==> config.mk <==
export PLATFORM = sky130hd
export DESIGN_NAME = firebird7_in_gate1_tessent_data_mux_mc
export DESIGN_NICKNAME = d
export VERILOG_FILES = /design/src/rtl/firebird7_in_gate1_tessent_data_mux_mc.sv
export SDC_FILE = /design/constraint.sdc
export NUM_CORES = 1
export LEC_CHECK = 0
export CAP_MARGIN = 30
export CORE_ASPECT_RATIO = 2
export CORE_MARGIN = 5
export CORE_UTILIZATION = 51
export DETAILED_ROUTE_END_ITERATION = 6
export GPL_TIMING_DRIVEN = 0
export PLACE_DENSITY = 0.85
export SYNTH_ARGS = -nofsm -noshare
export SYNTH_HDL_FRONTEND = slang
export SYNTH_SLANG_ARGS = --single-unit
==> constraint.sdc <==
create_clock -name ijtag_tck -period 2 [get_ports ijtag_tck]
set_input_delay 0.3 -clock ijtag_tck [delete_from_list [all_inputs] [get_ports ijtag_tck]]
set_output_delay 0.3 -clock ijtag_tck [all_outputs]
set_load 0.005 [all_outputs]
==> src/rtl/firebird7_in_gate1_tessent_data_mux_mc.sv <==
// Multi-channel IJTAG override mux with glitch-free switchover.
// Each lane selects functional or IJTAG data. A select change first freezes the
// lane output on a hold register for SETTLE cycles, then the new source appears.
// A shared capture register snapshots all lanes' data_out for readback via the TDR.
//
// Ports:
//   ijtag_tck           clock, rising edge
//   ijtag_reset         asynchronous active-low reset
//   ijtag_select        per-lane request (1 = IJTAG data, 0 = functional data)
//   functional_data_in  lane k at [k*WIDTH +: WIDTH]
//   ijtag_data_in       lane k at [k*WIDTH +: WIDTH]
//   ijtag_capture_en    load capture_data from data_out
//   data_out            muxed lane data
//   ijtag_active        lane is in the IJTAG state
//   switching           lane is in a hold state
//   capture_data        registered snapshot of data_out
module firebird7_in_gate1_tessent_data_mux_mc #(
  parameter int unsigned WIDTH    = 3,
  parameter int unsigned CHANNELS = 4,
  parameter int unsigned SETTLE   = 2
) (
  input  logic                      ijtag_tck,
  input  logic                      ijtag_reset,
  input  logic [CHANNELS-1:0]       ijtag_select,
  input  logic [CHANNELS*WIDTH-1:0] functional_data_in,
  input  logic [CHANNELS*WIDTH-1:0] ijtag_data_in,
  input  logic                      ijtag_capture_en,
  output logic [CHANNELS*WIDTH-1:0] data_out,
  output logic [CHANNELS-1:0]       ijtag_active,
  output logic [CHANNELS-1:0]       switching,
  output logic [CHANNELS*WIDTH-1:0] capture_data
);

  localparam int unsigned CntW = (SETTLE > 0) ? $clog2(SETTLE + 1) : 1;
  localparam int unsigned CntLoadInt = (SETTLE > 0) ? SETTLE - 1 : 0;
  localparam logic [CntW-1:0] CntLoad = CntW'(CntLoadInt);
  localparam bit HasHold = (SETTLE > 0);

  typedef enum logic [1:0] {StFunc, StHoldI, StIjtag, StHoldF} state_e;

  for (genvar k = 0; k < CHANNELS; k++) begin : g_lane
    state_e            state_q, state_d;
    logic [WIDTH-1:0]  hold_q, hold_d;
    logic [CntW-1:0]   cnt_q, cnt_d;
    logic [WIDTH-1:0]  func_k, ijtag_k;
    logic              sel_k;

    assign func_k  = functional_data_in[k*WIDTH +: WIDTH];
    assign ijtag_k = ijtag_data_in[k*WIDTH +: WIDTH];
    assign sel_k   = ijtag_select[k];

    always_comb begin
      state_d = state_q;
      hold_d  = hold_q;
      cnt_d   = cnt_q;
      unique case (state_q)
        StFunc: begin
          if (sel_k) begin
            if (HasHold) begin
              state_d = StHoldI;
              hold_d  = func_k;
              cnt_d   = CntLoad;
            end else begin
              state_d = StIjtag;
            end
          end
        end
        StHoldI: begin
          if (!sel_k) begin
            // Request reverted: keep the frozen value and restart the count.
            state_d = StHoldF;
            cnt_d   = CntLoad;
          end else if (cnt_q == '0) begin
            state_d = StIjtag;
          end else begin
            cnt_d = cnt_q - CntW'(1);
          end
        end
        StIjtag: begin
          if (!sel_k) begin
            if (HasHold) begin
              state_d = StHoldF;
              hold_d  = ijtag_k;
              cnt_d   = CntLoad;
            end else begin
              state_d = StFunc;
            end
          end
        end
        StHoldF: begin
          if (sel_k) begin
            state_d = StHoldI;
            cnt_d   = CntLoad;
          end else if (cnt_q == '0) begin
            state_d = StFunc;
          end else begin
            cnt_d = cnt_q - CntW'(1);
          end
        end
        default: state_d = StFunc;
      endcase
    end

    always_ff @(posedge ijtag_tck or negedge ijtag_reset) begin
      if (!ijtag_reset) begin
        state_q <= StFunc;
        hold_q  <= '0;
        cnt_q   <= '0;
      end else begin
        state_q <= state_d;
        hold_q  <= hold_d;
        cnt_q   <= cnt_d;
      end
    end

    always_comb begin
      unique case (state_q)
        StIjtag:          data_out[k*WIDTH +: WIDTH] = ijtag_k;
        StHoldI, StHoldF: data_out[k*WIDTH +: WIDTH] = hold_q;
        default:          data_out[k*WIDTH +: WIDTH] = func_k;
      endcase
    end

    assign ijtag_active[k] = (state_q == StIjtag);
    assign switching[k]    = (state_q == StHoldI) || (state_q == StHoldF);
  end

  always_ff @(posedge ijtag_tck or negedge ijtag_reset) begin
    if (!ijtag_reset) begin
      capture_data <= '0;
    end else if (ijtag_capture_en) begin
      capture_data <= data_out;
    end
  end

endmodule

==> results.py <==
metrics = {
    "final_layout": {
        "final_cells": 430,
        "fillCellCount": 329,
        "fin_util_pct": 76.88,
        "area_growth_pct": 45.68,
        "antenna_cells": 0,
        "drive_above_1_share_pct": 35.48,
        "final_net_count": 435,
    },
    "clocking": {
        "ctsRootBufferMaster": "clkbuf_8",
        "worstSkewPairLatency_ns": 0.29,
        "cts_tree": "done",
        "clk_pin_slew_ns": 0.08,
        "cts-htree-levels": 2,
        "clk_path_buf_depth": 2,
        "cts_made_buffers": 5,
        "clock_sinks": 40,
    },
    "setup_path": {
        "critical_path_peak_fanout": 4,
        "cp-end-kind": "output pin",
        "crit_chain": "buf_6 > ha_4 > or2_1 > buf_6 > a221oi_4 > a21oi_2 > buf_2",
        "cp.buffers_inverters": 3,
        "required_ns": 1.70,
        "worst_path_most_repeated_cell": "buf_6",
        "crit_arrival_ns": 1.83,
        "startpoint_type": "flop",
        "slowest_stage": "dfrtp_1",
        "slowest_delay_ns": 0.42,
        "critPathTopFamily": "buffers and inverters",
        "crit_type": "flop to output pin",
    },
    "synthesis": {
        "syn_inst": 276,
        "synthesis.nets": 339,
        "synth_area_per_cell_sq_um": 9.914,
        "ys_warn_count": 0,
        "synth.ff_latch_count": 40,
        "synth_async_sr_flop_share_pct": 100.0,
        "yosysSeqAreaShare_pct": 36.58,
        "synth_edf_count": 0,
        "synth_ff_type": "dfrtp_1",
        "ys_types": 27,
        "syn-cell-area_sq_um": 2736,
    },
    "grt": {
        "grt_max_degree": 25,
        "grt_usage_pct": 20.32,
        "antenna_found_initial": 0,
        "grt-ovfl-total": 0,
        "grt_pass1_vias": 2442,
        "grt_pass1_wl_mm": 11.00,
    },
    "sta": {
        "skew_ns": 0.008997,
        "slew-limit-headroom_pct": 51.69,
        "hold_violations": 0,
        "drv_slew": 0,
        "rsz0062_at_grt": "true",
        "setup_ws_ns": -0.1282,
        "setup_viol": 8,
        "fin_crit_sh_pct": 106.4,
        "timing.fmax_ghz": 0.4699,
        "layout_min_cycle_time_ns": 2.128,
        "worst_pin_slew_ns": 0.7247,
    },
    "outcome": {
        "outcome": "finished with violations",
        "violations": "setup timing",
    },
    "hold_path": {
        "hp-class": "primary input to flop",
    },
    "drt": {
        "num_vias": 2365,
        "ant_nets": 0,
        "routed_wl_mm": 7.023,
        "drtIter0Drc": 99,
        "viasPerCell": 5.500,
        "wire_per_inst_um": 16.33,
        "drcViolationCount": 0,
        "drtPass1Iterations": 4,
    },
    "pwr": {
        "p_leak_nw": 1.750,
        "vdd_drop_max_mv": 1.330,
        "p_per_area_nw_per_um2": 1682,
    },
    "placement": {
        "dp_hpwl_mm": 4.820,
        "io_buffers": 58,
        "numPlacedInstances": 393,
        "gp_congestion": 0.8375,
        "pre_cts_slack_ns": -0.3115,
    },
    "job": {
        "maxCapViolCount": 0,
    },
    "floorplan": {
        "rows": 37,
        "die_area_sq_um": 7019,
        "io_pins": 63,
        "die_h_um": 113.6,
        "die_w_um": 61.80,
        "coreArea_sq_um": 5185,
        "start_util_pct": 52.78,
    },
}
stage by stage:
stage | hold WS (ns) | instance area (sq um) | power, mW | TNS [ns]
after global placement | 0.4708 | 3390 | 4.948 | -20.72
final | 0.4489 | 3986 | 6.703 | -0.4055
after floorplan | 0.004409 | 2736 | 3.607 | 0
after CTS | 0.4241 | 3717 | 6.036 | -0.3355
after detailed placement | 0.2648 | 3405 | 5.080 | -3.242
after global routing | 0.4528 | 3986 | 7.228 | -1.357
path summary, 6_finish.rpt:
path                                      startpoint              endpoint  slack [ns]  cells after the start
worst max register to register  g_lane[2].state_q[1]       capture_data[8]        0.09                      8
worst max-delay path            g_lane[3].state_q[1]          data_out[11]       -0.13                      7
worst min-delay path                 ijtag_select[0]    g_lane[0].cnt_q[0]        0.45                      3
max in group asynchronous                ijtag_reset  g_lane[0].state_q[0]        1.01                      3
worst min register to register       capture_data[6]       capture_data[6]        0.51                      1
min in group asynchronous                ijtag_reset       capture_data[7]        0.50                      2
cell usage in the layout, fill, tap and decap left out, types with 4 or more instances in the layout:
cell              n
nand2_1          25
buf_2            16
and2_1            4
a221oi_4          6
dfrtp_1          35
buf_4            30
inv_2            10
ha_1             13
clkbuf_8          5
nor2b_1           9
a221oi_2          6
dfrtp_2           5
inv_1            16
nor2_1            8
ha_2              6
a2111oi_0         4
mux2_1           16
o21ai_0          15
a21oi_1          13
clkdlybuf4s50_1  41
mux2_2           12
o22ai_1           4
o21ai_1          12
ha_4             13
a21oi_2           8
mux2i_1           7
state kept, by name, summed over array words and instances, names as in the netlist:
name            cells
capture_data       12
g_lane.state_q      8
g_lane.cnt_q        8
g_lane.hold_q      12
timing repair:
item,4_1_cts,5_1_grt
buffers inserted,22,11
setup endpoints to repair,20,19
hold buffers,1,0
pin swaps,15,14
gates resized for setup,90,32
endpoints found under the hold margin,16,0
kinds of logic (layout without fill, tap and decap cells):
logic type / count (synthesis) / count (layout) / share of synthesized area [%]
muxes: 37 / 37 / 14.86
buffers and inverters: 38 / 134 / 5.807
AOI/OAI and AO/OA: 71 / 71 / 17.83
adders and majority gates: 32 / 32 / 14.63
and+or+nand+nor: 58 / 58 / 10.29
DFF: 40 / 40 / 36.58
synthesized netlist by cell type, types with 3 or more instances:
| master | number | area [sq um] |
|---|---|---|
| or2_1 | 4 | 25.02 |
| a21oi_1 | 21 | 105.1 |
| mux2i_1 | 8 | 80.08 |
| a2111oi_0 | 4 | 35.03 |
| nor2b_1 | 9 | 56.30 |
| o21ai_0 | 15 | 75.07 |
| and2_1 | 4 | 25.02 |
| inv_2 | 5 | 18.77 |
| and3_1 | 3 | 18.77 |
| nand2_1 | 25 | 93.84 |
| o41ai_1 | 3 | 26.28 |
| buf_2 | 7 | 35.03 |
| a221oi_1 | 3 | 26.28 |
| inv_1 | 24 | 90.09 |
| o22ai_1 | 4 | 25.02 |
| dfrtp_1 | 40 | 1001 |
| o21ai_1 | 12 | 60.06 |
| a221oi_2 | 9 | 135.1 |
| mux2_2 | 13 | 146.4 |
| nor2_1 | 8 | 30.03 |
| ha_1 | 32 | 400.4 |
| mux2_1 | 16 | 180.2 |
routing by layer:
layer | part of all wire, % | vias to the layer above | track usage, % | routed length [um]
met2 | 57 | 50 | 38.42 | 4010
met3 | 3.7 | 15 | 3.171 | 260
met1 | 37 | 1154 | 20.86 | 2587
li1 | - | 1146 | - | -
met4 | 2.3 | 0 | 7.507 | 165
met5 | 0 | - | 0 | 0
power breakdown:
part | internal (mW) | switching (mW) | total, mW
sequential | 1.21 | 0.361 | 1.57
clock | 0.238 | 0.276 | 0.513
combinational | 2.53 | 2.09 | 4.62
total | 3.97 | 2.73 | 6.70
worst min-delay path: stages:
cell and delay (ns):
buf_2 0.18, o41ai_1 0.11, o22ai_1 0.09
cell type report:
type	instances	area, sq um	share of cell area, %
Multi-Input combinational cell	198	1886	47.30
Timing Repair Buffer	92	788.3	19.77
Tap cell	58	72.57	1.820
Buffer	6	35.03	0.8788
Sequential cell	40	1007	25.27
Inverter	29	120.1	3.013
Clock buffer	6	72.57	1.820
Clock inverter	1	5.005	0.1255
Note: power is estimated with default switching activity, not from simulation.
